$ cat src/rtl/fetch_pkg.sv
// Shared types and field widths for the PC / instruction-fetch unit.
package fetch_pkg;

  localparam int unsigned IMM_WIDTH  = 16;
  localparam int unsigned JUMP_WIDTH = 26;

  typedef enum logic [1:0] {
    NPC_INC    = 2'd0,
    NPC_BRANCH = 2'd1,
    NPC_JUMP   = 2'd2,
    NPC_JR     = 2'd3
  } npc_sel_e;

  typedef enum logic [1:0] {
    ST_IDLE  = 2'd0,
    ST_REQ   = 2'd1,
    ST_VALID = 2'd2,
    ST_FAULT = 2'd3
  } state_e;

endpackage

$ cat src/rtl/pc_fetch_unit_if.sv
// Control and instruction-memory signals of the fetch unit.
// The fetch unit takes the master side; control unit and memory model take the slave side.
interface pc_fetch_unit_if #(
  parameter int unsigned DATA_WIDTH = 32,
  parameter int unsigned ADDR_WIDTH = 26
);

  logic                  FETCH;
  logic                  FLUSH;
  logic                  PC_UPDATE;
  logic [1:0]            NPC_SEL;
  logic [DATA_WIDTH-1:0] RS_DATA;
  logic                  MEM_REQ;
  logic [ADDR_WIDTH-1:0] MEM_ADDR;
  logic [DATA_WIDTH-1:0] MEM_RDATA;
  logic                  MEM_ACK;
  logic [DATA_WIDTH-1:0] INSTRUCTION;
  logic                  IR_VALID;
  logic [ADDR_WIDTH-1:0] PC;
  logic                  FAULT;

  modport master (
    input  FETCH, FLUSH, PC_UPDATE, NPC_SEL, RS_DATA, MEM_RDATA, MEM_ACK,
    output MEM_REQ, MEM_ADDR, INSTRUCTION, IR_VALID, PC, FAULT
  );

  modport slave (
    output FETCH, FLUSH, PC_UPDATE, NPC_SEL, RS_DATA, MEM_RDATA, MEM_ACK,
    input  MEM_REQ, MEM_ADDR, INSTRUCTION, IR_VALID, PC, FAULT
  );

endinterface

$ cat src/rtl/next_pc_calc.sv
// Combinational next-PC selection: increment, branch, jump, jump-register.
// All arithmetic wraps modulo 2^ADDR_WIDTH.
module next_pc_calc
  import fetch_pkg::*;
#(
  parameter int unsigned DATA_WIDTH = 32,
  parameter int unsigned ADDR_WIDTH = 26
) (
  input  logic [ADDR_WIDTH-1:0] pc,
  input  logic [DATA_WIDTH-1:0] instruction,
  input  logic [DATA_WIDTH-1:0] rs_data,
  input  npc_sel_e              npc_sel,
  output logic [ADDR_WIDTH-1:0] npc_c
);

  logic [ADDR_WIDTH-1:0] pc1;
  logic [ADDR_WIDTH-1:0] branch_tgt;
  logic [ADDR_WIDTH-1:0] jump_tgt;
  logic                  unused_bits;

  assign pc1        = pc + ADDR_WIDTH'(1);
  assign branch_tgt = pc1 + ADDR_WIDTH'($signed(instruction[IMM_WIDTH-1:0]));

  // Wide PCs keep the upper region of PC+1; narrow PCs take the jump field directly.
  generate
    if (ADDR_WIDTH > JUMP_WIDTH) begin : g_jump_wide
      assign jump_tgt = {pc1[ADDR_WIDTH-1:JUMP_WIDTH], instruction[JUMP_WIDTH-1:0]};
    end else begin : g_jump_narrow
      assign jump_tgt = instruction[ADDR_WIDTH-1:0];
    end
  endgenerate

  always_comb begin
    npc_c = pc1;
    case (npc_sel)
      NPC_INC:    npc_c = pc1;
      NPC_BRANCH: npc_c = branch_tgt;
      NPC_JUMP:   npc_c = jump_tgt;
      NPC_JR:     npc_c = rs_data[ADDR_WIDTH-1:0];
      default:    npc_c = pc1;
    endcase
  end

  assign unused_bits = ^{instruction, rs_data};

endmodule

$ cat src/rtl/pc_fetch_unit.sv
// Program counter, instruction register and request/acknowledge fetch FSM.
// Define FETCH_TIMEOUT_EN to build in the REQ watchdog and the sticky FAULT state.
module pc_fetch_unit
  import fetch_pkg::*;
#(
  parameter int unsigned DATA_WIDTH      = 32,
  parameter int unsigned ADDR_WIDTH      = 26,
  parameter int unsigned INST_START_ADDR = 'h1000,
  parameter int unsigned TIMEOUT_CYCLES  = 16
) (
  input logic             CLK,
  input logic             RST,
  pc_fetch_unit_if.master bus
);

  state_e                state_q;
  state_e                state_d;
  logic [ADDR_WIDTH-1:0] pc_q;
  logic [ADDR_WIDTH-1:0] pc_d;
  logic [ADDR_WIDTH-1:0] npc;
  logic [DATA_WIDTH-1:0] ir_q;
  logic [DATA_WIDTH-1:0] ir_d;
  logic                  mem_req_q;
  logic                  ir_valid_q;
  logic                  timeout_c;

  next_pc_calc #(
    .DATA_WIDTH (DATA_WIDTH),
    .ADDR_WIDTH (ADDR_WIDTH)
  ) u_next_pc (
    .pc          (pc_q),
    .instruction (ir_q),
    .rs_data     (bus.RS_DATA),
    .npc_sel     (npc_sel_e'(bus.NPC_SEL)),
    .npc_c       (npc)
  );

  // State register
  always_ff @(posedge CLK) begin
    if (!RST) state_q <= ST_IDLE;
    else      state_q <= state_d;
  end

  // Next state, PC and IR; FLUSH outranks ACK, ACK outranks timeout
  always_comb begin
    state_d = state_q;
    pc_d    = pc_q;
    ir_d    = ir_q;
    case (state_q)
      ST_IDLE: begin
        if (bus.PC_UPDATE) pc_d    = npc;
        if (bus.FETCH)     state_d = ST_REQ;
      end
      ST_REQ: begin
        if (bus.FLUSH) begin
          state_d = ST_IDLE;
        end else if (bus.MEM_ACK) begin
          ir_d    = bus.MEM_RDATA;
          state_d = ST_VALID;
        end else if (timeout_c) begin
          state_d = ST_FAULT;
        end
      end
      ST_VALID: state_d = ST_IDLE;
      ST_FAULT: if (bus.FLUSH) state_d = ST_IDLE;
      default:  state_d = ST_IDLE;
    endcase
  end

  // Datapath and registered strobes, which track the state being entered
  always_ff @(posedge CLK) begin
    if (!RST) begin
      pc_q       <= ADDR_WIDTH'(INST_START_ADDR);
      ir_q       <= '0;
      mem_req_q  <= 1'b0;
      ir_valid_q <= 1'b0;
    end else begin
      pc_q       <= pc_d;
      ir_q       <= ir_d;
      mem_req_q  <= (state_d == ST_REQ);
      ir_valid_q <= (state_d == ST_VALID);
    end
  end

`ifdef FETCH_TIMEOUT_EN
  localparam int unsigned CNT_WIDTH = $clog2(TIMEOUT_CYCLES) + 1;

  logic [CNT_WIDTH-1:0] wd_cnt_q;
  logic                 fault_q;

  // Counts completed REQ cycles; restarts from zero on every entry into REQ
  always_ff @(posedge CLK) begin
    if (!RST) begin
      wd_cnt_q <= '0;
      fault_q  <= 1'b0;
    end else begin
      wd_cnt_q <= (state_q == ST_REQ && state_d == ST_REQ) ? wd_cnt_q + CNT_WIDTH'(1)
                                                            : '0;
      fault_q  <= (state_d == ST_FAULT);
    end
  end

  assign timeout_c = (wd_cnt_q == CNT_WIDTH'(TIMEOUT_CYCLES - 1));
  assign bus.FAULT = fault_q;
`else
  logic unused_cfg;

  assign timeout_c  = 1'b0;
  assign bus.FAULT  = 1'b0;
  assign unused_cfg = ^32'(TIMEOUT_CYCLES);
`endif

  assign bus.MEM_REQ     = mem_req_q;
  assign bus.MEM_ADDR    = pc_q;
  assign bus.INSTRUCTION = ir_q;
  assign bus.IR_VALID    = ir_valid_q;
  assign bus.PC          = pc_q;

endmodule

$ cat src/flat_wrapper.sv
// flat-port wrapper written by rule: the top's interface ports become plain ports
module pc_fetch_unit_flat import fetch_pkg::*;
#(
  parameter int unsigned DATA_WIDTH      = 32,
  parameter int unsigned ADDR_WIDTH      = 26,
  parameter int unsigned INST_START_ADDR = 'h1000,
  parameter int unsigned TIMEOUT_CYCLES  = 16
)
  (CLK, RST, bus_FETCH, bus_FLUSH, bus_PC_UPDATE, bus_NPC_SEL, bus_RS_DATA, bus_MEM_RDATA, bus_MEM_ACK, bus_MEM_REQ, bus_MEM_ADDR, bus_INSTRUCTION, bus_IR_VALID, bus_PC, bus_FAULT);
  pc_fetch_unit_if #(.DATA_WIDTH(DATA_WIDTH), .ADDR_WIDTH(ADDR_WIDTH)) bus_i ();
  input logic CLK;
  input logic RST;
  input wire logic [$bits(bus_i.FETCH)-1:0] bus_FETCH;
  input wire logic [$bits(bus_i.FLUSH)-1:0] bus_FLUSH;
  input wire logic [$bits(bus_i.PC_UPDATE)-1:0] bus_PC_UPDATE;
  input wire logic [$bits(bus_i.NPC_SEL)-1:0] bus_NPC_SEL;
  input wire logic [$bits(bus_i.RS_DATA)-1:0] bus_RS_DATA;
  input wire logic [$bits(bus_i.MEM_RDATA)-1:0] bus_MEM_RDATA;
  input wire logic [$bits(bus_i.MEM_ACK)-1:0] bus_MEM_ACK;
  output wire logic [$bits(bus_i.MEM_REQ)-1:0] bus_MEM_REQ;
  output wire logic [$bits(bus_i.MEM_ADDR)-1:0] bus_MEM_ADDR;
  output wire logic [$bits(bus_i.INSTRUCTION)-1:0] bus_INSTRUCTION;
  output wire logic [$bits(bus_i.IR_VALID)-1:0] bus_IR_VALID;
  output wire logic [$bits(bus_i.PC)-1:0] bus_PC;
  output wire logic [$bits(bus_i.FAULT)-1:0] bus_FAULT;
  assign bus_i.FETCH = bus_FETCH;
  assign bus_i.FLUSH = bus_FLUSH;
  assign bus_i.PC_UPDATE = bus_PC_UPDATE;
  assign bus_i.NPC_SEL = bus_NPC_SEL;
  assign bus_i.RS_DATA = bus_RS_DATA;
  assign bus_i.MEM_RDATA = bus_MEM_RDATA;
  assign bus_i.MEM_ACK = bus_MEM_ACK;
  assign bus_MEM_REQ = bus_i.MEM_REQ;
  assign bus_MEM_ADDR = bus_i.MEM_ADDR;
  assign bus_INSTRUCTION = bus_i.INSTRUCTION;
  assign bus_IR_VALID = bus_i.IR_VALID;
  assign bus_PC = bus_i.PC;
  assign bus_FAULT = bus_i.FAULT;
  pc_fetch_unit #(.DATA_WIDTH(DATA_WIDTH), .ADDR_WIDTH(ADDR_WIDTH), .INST_START_ADDR(INST_START_ADDR), .TIMEOUT_CYCLES(TIMEOUT_CYCLES)) u_core (.CLK(CLK), .RST(RST), .bus(bus_i));
endmodule
$ cat config.mk
export PLATFORM = sky130hd
export DESIGN_NAME = pc_fetch_unit_flat
export DESIGN_NICKNAME = d
export VERILOG_FILES = /design/src/rtl/fetch_pkg.sv /design/src/rtl/pc_fetch_unit_if.sv /design/src/rtl/next_pc_calc.sv /design/src/rtl/pc_fetch_unit.sv /design/src/flat_wrapper.sv
export SDC_FILE = /design/constraint.sdc
export NUM_CORES = 1
export LEC_CHECK = 0
export CORE_MARGIN = 5
export CORE_UTILIZATION = 47
export DETAILED_ROUTE_END_ITERATION = 12
export PLACE_DENSITY = 0.81
export REMOVE_ABC_BUFFERS = 1
export SLEW_MARGIN = 20
export SYNTH_ARGS = -nofsm -noshare
export SYNTH_HDL_FRONTEND = slang
export SYNTH_HIERARCHICAL = 1
export SYNTH_SLANG_ARGS = --single-unit
$ cat constraint.sdc
create_clock -name CLK -period 3.85 [get_ports CLK]
set_input_delay 0.77 -clock CLK [delete_from_list [all_inputs] [get_ports CLK]]
set_output_delay 0.77 -clock CLK [all_outputs]
set_load 0.01 [all_outputs]
Word-level counts from Yosys, hierarchy flattened
Index checks and enable logic that the tools add are counted.

Muxes and demuxes: 6. Bitwise logic cells: 1. Equality and inequality tests: 8. Reductions and logical operators: 4. Add/sub/neg operators: 2.

Operators by type and width (count): $pmux 26 s4 (1); $add 26x1->26 const B (1); $add 26x26->26 (1); $eq 2x2->1 const B (5); $mux 2 (4); $pmux 2 s4 (1); $eq 2x1->1 const B (3); $logic_not 2->1 (2); $reduce_and 3->1 (1); $reduce_and 2->1 (1); $not 1->1 (1).

Bits of input ports: 72. Output and inout port bits: 87. Bits in registers: 62.

Logic depth before layout (Yosys ltp)
Gate-level depths: netlist of the first run.

Word-level depth: 4. Mapped depth: 16.

Cells and area by module
Netlist of the first run, hierarchy kept.

By module, submodules not included: pc_fetch_unit (area an instance 2504.9 um^2, cells each 301, times used 1); next_pc_calc (area an instance 2364.8 um^2, cells each 281, times used 1).

Worst setup path before layout of the first run
OpenSTA, ideal clock, no wires.

Path kind: register to register. Start point: register u_core.pc_q[5] (netlist: u_core/bus.MEM_ADDR[5]). End point: register u_core.pc_q[21] (netlist: u_core/bus.MEM_ADDR[21]). Path slack: 0.266 ns. Data required time: 3.727 ns. Setup time: 0.123 ns. Buffers on the path: 0. Stages on the path, launching flop included: 15. Data arrival time: 3.462 ns. Path through: dfxtp_1 and4_1 nand4_1 nor3_2 and3_1 xor2_1 ha_1 a21oi_1 nor3b_1 a211oi_2 a311oi_2 xnor2_1 mux4_2 nand3_1 o21ai_0.

Word-level cells in the longest chain between the ends: 3.

Ends and longest elaborated chain: from (decl) (line pc_fetch_unit.sv:18) `logic [ADDR_WIDTH-1:0] pc_q;`; from (signal assigned) (line pc_fetch_unit.sv:73) `pc_q <= ADDR_WIDTH'(INST_START_ADDR);`; from (signal assigned) (line pc_fetch_unit.sv:78) `pc_q <= pc_d;`; $add 26x1->26 (*) (line next_pc_calc.sv:21) `assign pc1 = pc + ADDR_WIDTH'(1);`; $add 26x26->26 (line next_pc_calc.sv:22) `assign branch_tgt = pc1 + ADDR_WIDTH'($signed(instruction[IMM_WIDTH-1:0]));`; $pmux 26 s4 (*) (line next_pc_calc.sv:35) `case (npc_sel)`; named net u_core.npc[21] (line pc_fetch_unit.sv:20) `logic [ADDR_WIDTH-1:0] npc;`.

The timed path passes the listed nets; every way through them passes the cells marked *. A chain may end at the register's enable or synchronous reset.

Worst setup path after layout of the first run
Start point: register u_core.pc_q[6] (netlist: u_core/bus.MEM_ADDR[6]). End point: register u_core.pc_q[21] (netlist: u_core/bus.MEM_ADDR[21]).

Same word-level chain as after synthesis.

==> impl_metrics.xml, run 1 <==
<?xml version="1.0" encoding="UTF-8"?>
<metrics>
  <group name="clock_network">
    <metric name="worst_skew_pair.late_latency" unit="ns">0.35</metric>
    <metric name="root_buffer" unit="">clkbuf_8</metric>
    <metric name="cts_max_path_buffers" unit="">2</metric>
    <metric name="tritoncts_clock_tree" unit="">done</metric>
    <metric name="clock_tree.htree_level_count" unit="">3</metric>
    <metric name="cts_num_sinks" unit="">62</metric>
    <metric name="cts_hold_buffers" unit="">0</metric>
    <metric name="num_cts_buffers" unit="">9</metric>
    <metric name="clk_pin_slew_worst_paths" unit="ns">0.09</metric>
  </group>
  <group name="pwr">
    <metric name="cellPowerDensity" unit="nW/µm²">262</metric>
    <metric name="finalPower" unit="µW">1740</metric>
    <metric name="leakagePower" unit="µW">0.00261</metric>
    <metric name="worst_ir_drop_vdd" unit="µV">184</metric>
  </group>
  <group name="synthesis">
    <metric name="async_flop_share" unit="">0</metric>
    <metric name="ys_dominant_reg_cell" unit="">dfxtp_1</metric>
    <metric name="main_area_contributors_after_synthesis" unit="">dfxtp_1 25%, mux4_2 9.7%, ha_1 7.5%</metric>
    <metric name="yosysTopAreaCellShare" unit="">0.255</metric>
    <metric name="avgSynthCellArea" unit="µm²">8.37</metric>
    <metric name="synth_top_area_cell" unit="">dfxtp_1</metric>
    <metric name="synth_warnings" unit="">6</metric>
    <metric name="seq_area_frac_synth" unit="">0.255</metric>
    <metric name="synth_area" unit="µm²">4870</metric>
    <metric name="synth-edff-count" unit="">0</metric>
    <metric name="netlist-cell-type-count" unit="">62</metric>
    <metric name="postSynthRegisterBits" unit="">62</metric>
    <metric name="syn-instance-count" unit="">582</metric>
  </group>
  <group name="placed_design">
    <metric name="dpl.hpwl" unit="mm">10.1</metric>
    <metric name="gp_congestion" unit="">0.887</metric>
    <metric name="numPortBuffers" unit="">151</metric>
    <metric name="placement.cell_area" unit="µm²">6300</metric>
  </group>
  <group name="cells_and_area">
    <metric name="final_nets" unit="">815</metric>
    <metric name="layout_commonest_cell" unit="">clkdlybuf4s50_1</metric>
    <metric name="drive_gt1_frac" unit="">0.136</metric>
    <metric name="flow.area_growth_from_synthesis" unit="%">36.4</metric>
    <metric name="layout.cells.most_common_list" unit="">150 x clkdlybuf4s50_1, 78 x nand2_1, 69 x nand3_1</metric>
    <metric name="antenna_cells" unit="">0</metric>
    <metric name="finalInstanceArea" unit="µm²">6640</metric>
    <metric name="fillCellCount" unit="">856</metric>
  </group>
  <group name="worst_setup_path">
    <metric name="start_kind" unit="">flip-flop</metric>
    <metric name="ws_path_type" unit="">reg2reg</metric>
    <metric name="highest_cell_delay_on_the_worst_timing_path" unit="ns">0.50</metric>
    <metric name="critical_path_arrival" unit="ns">3.95</metric>
    <metric name="critical-path-top-cell-by-count" unit="">xnor2_1</metric>
    <metric name="cp-end-kind" unit="">flip-flop</metric>
    <metric name="timing.critical_path.required" unit="ns">4.07</metric>
    <metric name="worstPathBufferInverterCount" unit="">1</metric>
    <metric name="crit_path_max_delay_family" unit="">simple AND/OR/NAND/NOR gates</metric>
    <metric name="worst-path-max-fanout" unit="">5</metric>
    <metric name="critical_path.cell_chain" unit="">and4_4 -&gt; nand4_1 -&gt; buf_4 -&gt; nor2_1 -&gt; nand2_1 -&gt; xnor2_1 -&gt; ha_1 -&gt; or3_2 -&gt; o21ai_1 -&gt; a211oi_2 -&gt; a311oi_2 -&gt; xnor2_1 -&gt; mux4_2 -&gt; nand3_1 -&gt; o21ai_0</metric>
    <metric name="cpMaxStageDelayCell" unit="">or3_2</metric>
  </group>
  <group name="floorplanning">
    <metric name="chipHeight" unit="µm">112</metric>
    <metric name="num_rows" unit="">37</metric>
    <metric name="top_level_ports" unit="">159</metric>
    <metric name="fp.coreArea" unit="µm²">10200</metric>
    <metric name="starting_utilization_of_the_core_area" unit="">0.476</metric>
    <metric name="floorplan.die.width" unit="µm">112</metric>
    <metric name="floorplan.die_area" unit="µm²">12500</metric>
  </group>
  <group name="sta">
    <metric name="clock-skew-final" unit="ns">0.0148</metric>
    <metric name="timing.final.crit_share" unit="">0.970</metric>
    <metric name="timing.final.setup_violations" unit="">0</metric>
    <metric name="finalHoldViolations" unit="">0</metric>
    <metric name="period_needed" unit="ns">3.73</metric>
    <metric name="timing_worst_slew_pin_value" unit="ns">0.875</metric>
    <metric name="max_clock_freq" unit="GHz">0.268</metric>
    <metric name="max_slew_margin" unit="">0.416</metric>
    <metric name="report.final.slew_viol_count" unit="">0</metric>
  </group>
  <group name="global_routing">
    <metric name="grt_start_max_net_pins" unit="">119</metric>
    <metric name="grt_use_met2" unit="">0.363</metric>
    <metric name="first_global_vias" unit="">4637</metric>
    <metric name="grt-ovfl-total" unit="">0</metric>
    <metric name="global_route_wire_length_before_repair" unit="mm">22.5</metric>
    <metric name="use_met3" unit="">0.0484</metric>
    <metric name="grt_use_met1" unit="">0.277</metric>
    <metric name="grt_antenna_before_repair" unit="">0</metric>
    <metric name="gr-max-usage-layer" unit="">met2</metric>
    <metric name="grt.total_usage" unit="">0.213</metric>
  </group>
  <group name="detailed_routing">
    <metric name="detailroute.via_count" unit="">4767</metric>
    <metric name="drtIter0Drc" unit="">299</metric>
    <metric name="detail-route-antenna-nets" unit="">0</metric>
    <metric name="route.detailed.vias_per_inst" unit="">5.58</metric>
    <metric name="post_drt_wl_per_cell" unit="µm">16.3</metric>
    <metric name="drt_pre_antenna_iters" unit="">6</metric>
    <metric name="routed_wirelength" unit="mm">14.0</metric>
    <metric name="drt_drc_violations_left" unit="">0</metric>
  </group>
  <group name="hold_path">
    <metric name="hold_path_class" unit="">reg2reg</metric>
  </group>
  <group name="outcome">
    <metric name="outcome" unit="">complete, no violations</metric>
  </group>
  <group name="run">
    <metric name="cap_viol_max_count" unit="">0</metric>
  </group>
</metrics>
==> stage by stage <==
| stage | utilization | cells | setup TNS (ns) | setup slack (ns) | hold WS (ns) |
|---|---|---|---|---|---|
| finish | 0.649 | 854 | 0 | 0.116 | 0.461 |
| global route | 0.649 | 854 | -0.0780 | -0.0395 | 0.477 |
| CTS | 0.639 | 849 | 0 | 0.0350 | 0.461 |
| detailed placement | 0.616 | 833 | 0 | 0.0579 | 0.447 |
| global placement | 0.616 | 833 | 0 | 0.152 | 0.436 |
| floorplan | - | 522 | 0 | 0.149 | 0.473 |
==> routing by layer <==
| layer | part of all wire | wire [µm] |
|---|---|---|
| met2 | 0.49 | 6800 |
| met1 | 0.43 | 6040 |
| met4 | 0.012 | 165 |
| met3 | 0.068 | 947 |
| met5 | 0 | 0 |
==> final timing paths <==
path	end	cells past startpoint	from	slack, ns
max	u_core/bus.MEM_ADDR[21]$_SDFFE_PN0P_	15	u_core/bus.MEM_ADDR[6]$_SDFFE_PN0P_	0.12
min	u_core/bus.INSTRUCTION[26]$_SDFFE_PN0P_	2	u_core/bus.INSTRUCTION[26]$_SDFFE_PN0P_	0.46
max reg2reg	u_core/bus.MEM_ADDR[21]$_SDFFE_PN0P_	15	u_core/bus.MEM_ADDR[6]$_SDFFE_PN0P_	0.12
min reg2reg	u_core/bus.INSTRUCTION[26]$_SDFFE_PN0P_	2	u_core/bus.INSTRUCTION[26]$_SDFFE_PN0P_	0.46
==> flip-flops by register name (all words and copies together), names as in the netlist <==
| name | count |
|---|---|
| u_core/bus.INSTRUCTION | 32 |
| u_core/bus.IR_VALID | 1 |
| u_core/bus.MEM_ADDR | 26 |
| u_core/bus.MEM_REQ | 1 |
| u_core/state_q | 2 |
==> cells in the mapped netlist (3+ instances only) <==
cell,instances
nand2_1,78
nand3_1,69
dfxtp_1,62
o21ai_0,35
o21ai_1,35
ha_1,29
buf_4,28
xnor2_1,25
nor2_1,23
mux4_2,21
a21oi_1,20
xor2_1,19
a21o_1,11
inv_1,11
buf_2,10
and3_1,9
clkbuf_1,8
buf_6,7
nand4_1,6
nor2b_1,6
mux2i_1,4
nor3_1,4
o211ai_1,4
a22oi_1,3
and4_1,3
clkbuf_8,3
o21a_1,3
o21ai_2,3
==> cells by family (layout without fill, tap and decap cells) <==
family / after synthesis / after routing / share of synthesized area
other cells: 1 / 1 / 0.000770
buf+inv: 72 / 208 / 0.0971
xor+xnor: 44 / 44 / 0.0791
mux: 26 / 26 / 0.108
simple gates: 213 / 213 / 0.214
compound gates: 134 / 134 / 0.168
flops: 62 / 62 / 0.255
fa+ha+maj: 30 / 30 / 0.0786
==> tightest hold or removal path, delay by kind of cell, from the launching register on <==
kind | cells | cell delay (ns)
AO/OA/AOI/OAI | 1 | 0.05
flip-flops | 1 | 0.32
AND/OR/NAND/NOR | 1 | 0.05
==> what timing repair did <==
item | CTS | global route
gates resized for setup | 1 | 17
setup buffers | 0 | 5
pin swaps | 0 | 3
endpoints found under the setup margin | 1 | 3
==> layout make-up <==
| type | instances | area (µm²) | share of cell area |
|---|---|---|---|
| multi-input cells | 448 | 3220 | 0.485 |
| clock inverters | 6 | 93.8 | 0.0141 |
| repair buffers | 180 | 1730 | 0.261 |
| flip-flops and latches | 62 | 1240 | 0.187 |
| inverters | 12 | 45.0 | 0.00678 |
| well taps | 136 | 170 | 0.0256 |
| clock buffers | 10 | 138 | 0.0207 |
==> where the power goes <==
group	internal (µW)	leakage, µW	switching (µW)
Combinational	205	0.00199	166
Sequential	663	0.000504	25.8
Clock	387	0.000113	291
Power figures use the tool's default switching activity.
==> run 2: changes to the inputs <==
--- a/config.mk
+++ b/config.mk
@@ -6,10 +6,11 @@
 export NUM_CORES = 1
 export LEC_CHECK = 0
 export CORE_MARGIN = 5
-export CORE_UTILIZATION = 47
+export CORE_UTILIZATION = 51
 export DETAILED_ROUTE_END_ITERATION = 12
-export PLACE_DENSITY = 0.81
+export PLACE_DENSITY = 0.87
 export REMOVE_ABC_BUFFERS = 1
+export SKIP_LAST_GASP = 1
 export SLEW_MARGIN = 20
 export SYNTH_ARGS = -nofsm -noshare
 export SYNTH_HDL_FRONTEND = slang
==> constraint.sdc (replaced) <==
create_clock -name CLK -period 4.76 [get_ports CLK]
set_input_delay 0.952 -clock CLK [delete_from_list [all_inputs] [get_ports CLK]]
set_output_delay 0.952 -clock CLK [all_outputs]
set_load 0.01 [all_outputs]
==> run 2 against run 1 <==
Compared with the run above: fmax fell by 15%; non-clock buffer count shrank 25; worst setup slack better by 0.26 ns; largest power group unchanged; critical endpoint unchanged; register-to-register slack improved by 0.26 ns; critical path depth down 1; global-route usage rose by 1.7 points; count of clock-buffer cells in the layout grew 1; sequential share of layout area is 0.96 points higher; critical path type unchanged; hold slack got worse by 0.0065 ns; sequential power decreased by 18%; cell count decreased by 3.9%; via count fell by 0.59%.
==> impl_metrics.xml, run 2 (synthesis gave the netlist of run 1 again) <==
<?xml version="1.0" encoding="UTF-8"?>
<metrics>
  <group name="sta">
    <metric name="setup_total_negative_slack" unit="ns">0</metric>
    <metric name="max_clock_freq" unit="GHz">0.228</metric>
    <metric name="timing_worst_slew_pin_value" unit="ns">0.863</metric>
    <metric name="finalHoldViolations" unit="">0</metric>
    <metric name="clock-skew-final" unit="ns">0.0112</metric>
    <metric name="max_slew_margin" unit="">0.423</metric>
    <metric name="grt_setup_unrepaired" unit="">false</metric>
    <metric name="report.final.slew_viol_count" unit="">0</metric>
    <metric name="timing.final.setup_violations" unit="">0</metric>
    <metric name="period_needed" unit="ns">4.38</metric>
    <metric name="timing.final.crit_share" unit="">0.921</metric>
  </group>
  <group name="worst_setup_path">
    <metric name="ws_path_type" unit="">reg2reg</metric>
    <metric name="worst-path-max-fanout" unit="">8</metric>
    <metric name="timing.critical_path.required" unit="ns">4.96</metric>
    <metric name="critical_path_arrival" unit="ns">4.59</metric>
    <metric name="cp-end-kind" unit="">flip-flop</metric>
    <metric name="start_kind" unit="">flip-flop</metric>
  </group>
  <group name="clock_network">
    <metric name="cts_max_path_buffers" unit="">2</metric>
    <metric name="root_buffer" unit="">clkbuf_8</metric>
    <metric name="cts.repair.resized" unit="">0</metric>
    <metric name="num_cts_buffers" unit="">9</metric>
    <metric name="cts_num_sinks" unit="">62</metric>
    <metric name="tritoncts_clock_tree" unit="">done</metric>
    <metric name="clk_pin_slew_worst_paths" unit="ns">0.07</metric>
    <metric name="cts_hold_buffers" unit="">0</metric>
    <metric name="setup_fix_buffers_added_after_clock_tree_synthesis" unit="">0</metric>
    <metric name="clock_tree.htree_level_count" unit="">3</metric>
    <metric name="worst_skew_pair.late_latency" unit="ns">0.34</metric>
  </group>
  <group name="outcome">
    <metric name="outcome" unit="">complete, no violations</metric>
  </group>
  <group name="floorplanning">
    <metric name="top_level_ports" unit="">159</metric>
    <metric name="starting_utilization_of_the_core_area" unit="">0.525</metric>
    <metric name="fp.coreArea" unit="µm²">9280</metric>
    <metric name="floorplan.die_area" unit="µm²">11600</metric>
    <metric name="chipHeight" unit="µm">108</metric>
    <metric name="num_rows" unit="">35</metric>
    <metric name="floorplan.die.width" unit="µm">108</metric>
  </group>
  <group name="placed_design">
    <metric name="gp_congestion" unit="">0.887</metric>
    <metric name="placed_cells_incl_taps" unit="">806</metric>
    <metric name="numPortBuffers" unit="">151</metric>
    <metric name="dpl.hpwl" unit="mm">9.95</metric>
  </group>
  <group name="pwr">
    <metric name="worst_ir_drop_vdd" unit="µV">153</metric>
    <metric name="cellPowerDensity" unit="nW/µm²">196</metric>
    <metric name="leakagePower" unit="µW">0.00242</metric>
  </group>
  <group name="global_routing">
    <metric name="global_route_wire_length_before_repair" unit="mm">21.9</metric>
    <metric name="grt_antenna_before_repair" unit="">0</metric>
    <metric name="grt.total_usage" unit="">0.229</metric>
    <metric name="grt-ovfl-total" unit="">0</metric>
    <metric name="grt_start_max_net_pins" unit="">119</metric>
    <metric name="first_global_vias" unit="">4577</metric>
  </group>
  <group name="detailed_routing">
    <metric name="drt_pre_antenna_iters" unit="">8</metric>
    <metric name="drtIter0Drc" unit="">331</metric>
    <metric name="post_drt_wl_per_cell" unit="µm">16.6</metric>
    <metric name="detail-route-antenna-nets" unit="">0</metric>
    <metric name="drt_drc_violations_left" unit="">0</metric>
    <metric name="detailroute.via_count" unit="">4739</metric>
    <metric name="routed_wirelength" unit="mm">13.6</metric>
    <metric name="route.detailed.vias_per_inst" unit="">5.77</metric>
  </group>
  <group name="cells_and_area">
    <metric name="final_cells" unit="">821</metric>
    <metric name="drive_gt1_frac" unit="">0.0809</metric>
    <metric name="final_nets" unit="">790</metric>
    <metric name="flow.area_growth_from_synthesis" unit="%">29.5</metric>
    <metric name="layout.cells.most_common_list" unit="">150 x clkdlybuf4s50_1, 78 x nand2_1, 69 x nand3_1</metric>
    <metric name="antenna_cells" unit="">0</metric>
    <metric name="layout_commonest_cell" unit="">clkdlybuf4s50_1</metric>
    <metric name="largest_register_ff_count" unit="">32</metric>
  </group>
  <group name="run">
    <metric name="cap_viol_max_count" unit="">0</metric>
  </group>
  <group name="hold_path">
    <metric name="hold_path_class" unit="">reg2reg</metric>
  </group>
</metrics>
## run 2: cell types whose count changed in the layout (fill, tap and decap cells not counted), moves of 2 or more
| cell | change |
|---|---|
| a21oi_1 | +4 |
| a21oi_2 | -4 |
| buf_4 | -25 |
| bufinv_16 | -2 |
| clkbuf_1 | +2 |
| clkinv_2 | +2 |
| clkinv_4 | -2 |
| dfxtp_1 | +2 |
| dfxtp_2 | -2 |
## run 2: path summary, 6_finish.rpt
| check | startpoint | endpoint | slack, ns | cells after the start |
|---|---|---|---|---|
| min reg2reg | u_core/bus.INSTRUCTION[28]$_SDFFE_PN0P_ | u_core/bus.INSTRUCTION[28]$_SDFFE_PN0P_ | 0.45 | 2 |
| max reg2reg | u_core/bus.MEM_ADDR[5]$_SDFFE_PN0P_ | u_core/bus.MEM_ADDR[21]$_SDFFE_PN0P_ | 0.38 | 14 |
| max | u_core/bus.MEM_ADDR[5]$_SDFFE_PN0P_ | u_core/bus.MEM_ADDR[21]$_SDFFE_PN0P_ | 0.38 | 14 |
| min | u_core/bus.INSTRUCTION[28]$_SDFFE_PN0P_ | u_core/bus.INSTRUCTION[28]$_SDFFE_PN0P_ | 0.45 | 2 |
## run 2: power breakdown
group | switching (µW) | internal [µW] | total (µW) | leakage, µW
sequential | 26.0 | 536 | 562 | 0.000503
combinational | 126 | 156 | 282 | 0.00185
clock | 209 | 185 | 393 | 0.0000752
total | 361 | 877 | 1240 | 0.00242
## run 2: metrics by stage
step	power, µW	cell area (µm²)	setup slack, ns	utilization	hold slack, ns
floorplan	695	4440	1.06	-	0.473
global placement	844	6140	0.640	0.662	0.436
detailed placement	853	6140	0.546	0.662	0.444
CTS	1240	6300	0.471	0.678	0.454
global route	1290	6310	0.214	0.679	0.480
finish	1240	6310	0.377	0.679	0.454
## run 2: area by class of cell
type / instances / area, µm²
multi-input cells: 448 / 3160
fillers: 781 / 2980
repair buffers: 155 / 1540
flip-flops and latches: 62 / 1240
well taps: 129 / 161
clock buffers: 11 / 131
inverters: 12 / 45.0
clock inverters: 4 / 25.0
## run 2: critical path, stage by stage (launching register included)
cell and delay, ns:
dfxtp_1 0.49, and4_1 0.36, nand4_1 0.27, nor3_2 0.45, and3_1 0.24, xor2_1 0.22
ha_1 0.34, a21oi_1 0.21, nor3b_1 0.40, a211oi_2 0.17, a311oi_2 0.33, xnor2_1 0.14
mux4_2 0.47, nand3_1 0.08, o21ai_0 0.09
## run 2: layer usage
layer	GRT usage	vias to the layer above	routed length, µm	share of wire
li1	-	2285	-	-
met1	0.289	2221	5740	0.42
met2	0.397	212	6660	0.49
met3	0.0474	21	1010	0.074
met4	0.0640	0	191	0.014
met5	0	-	0	0
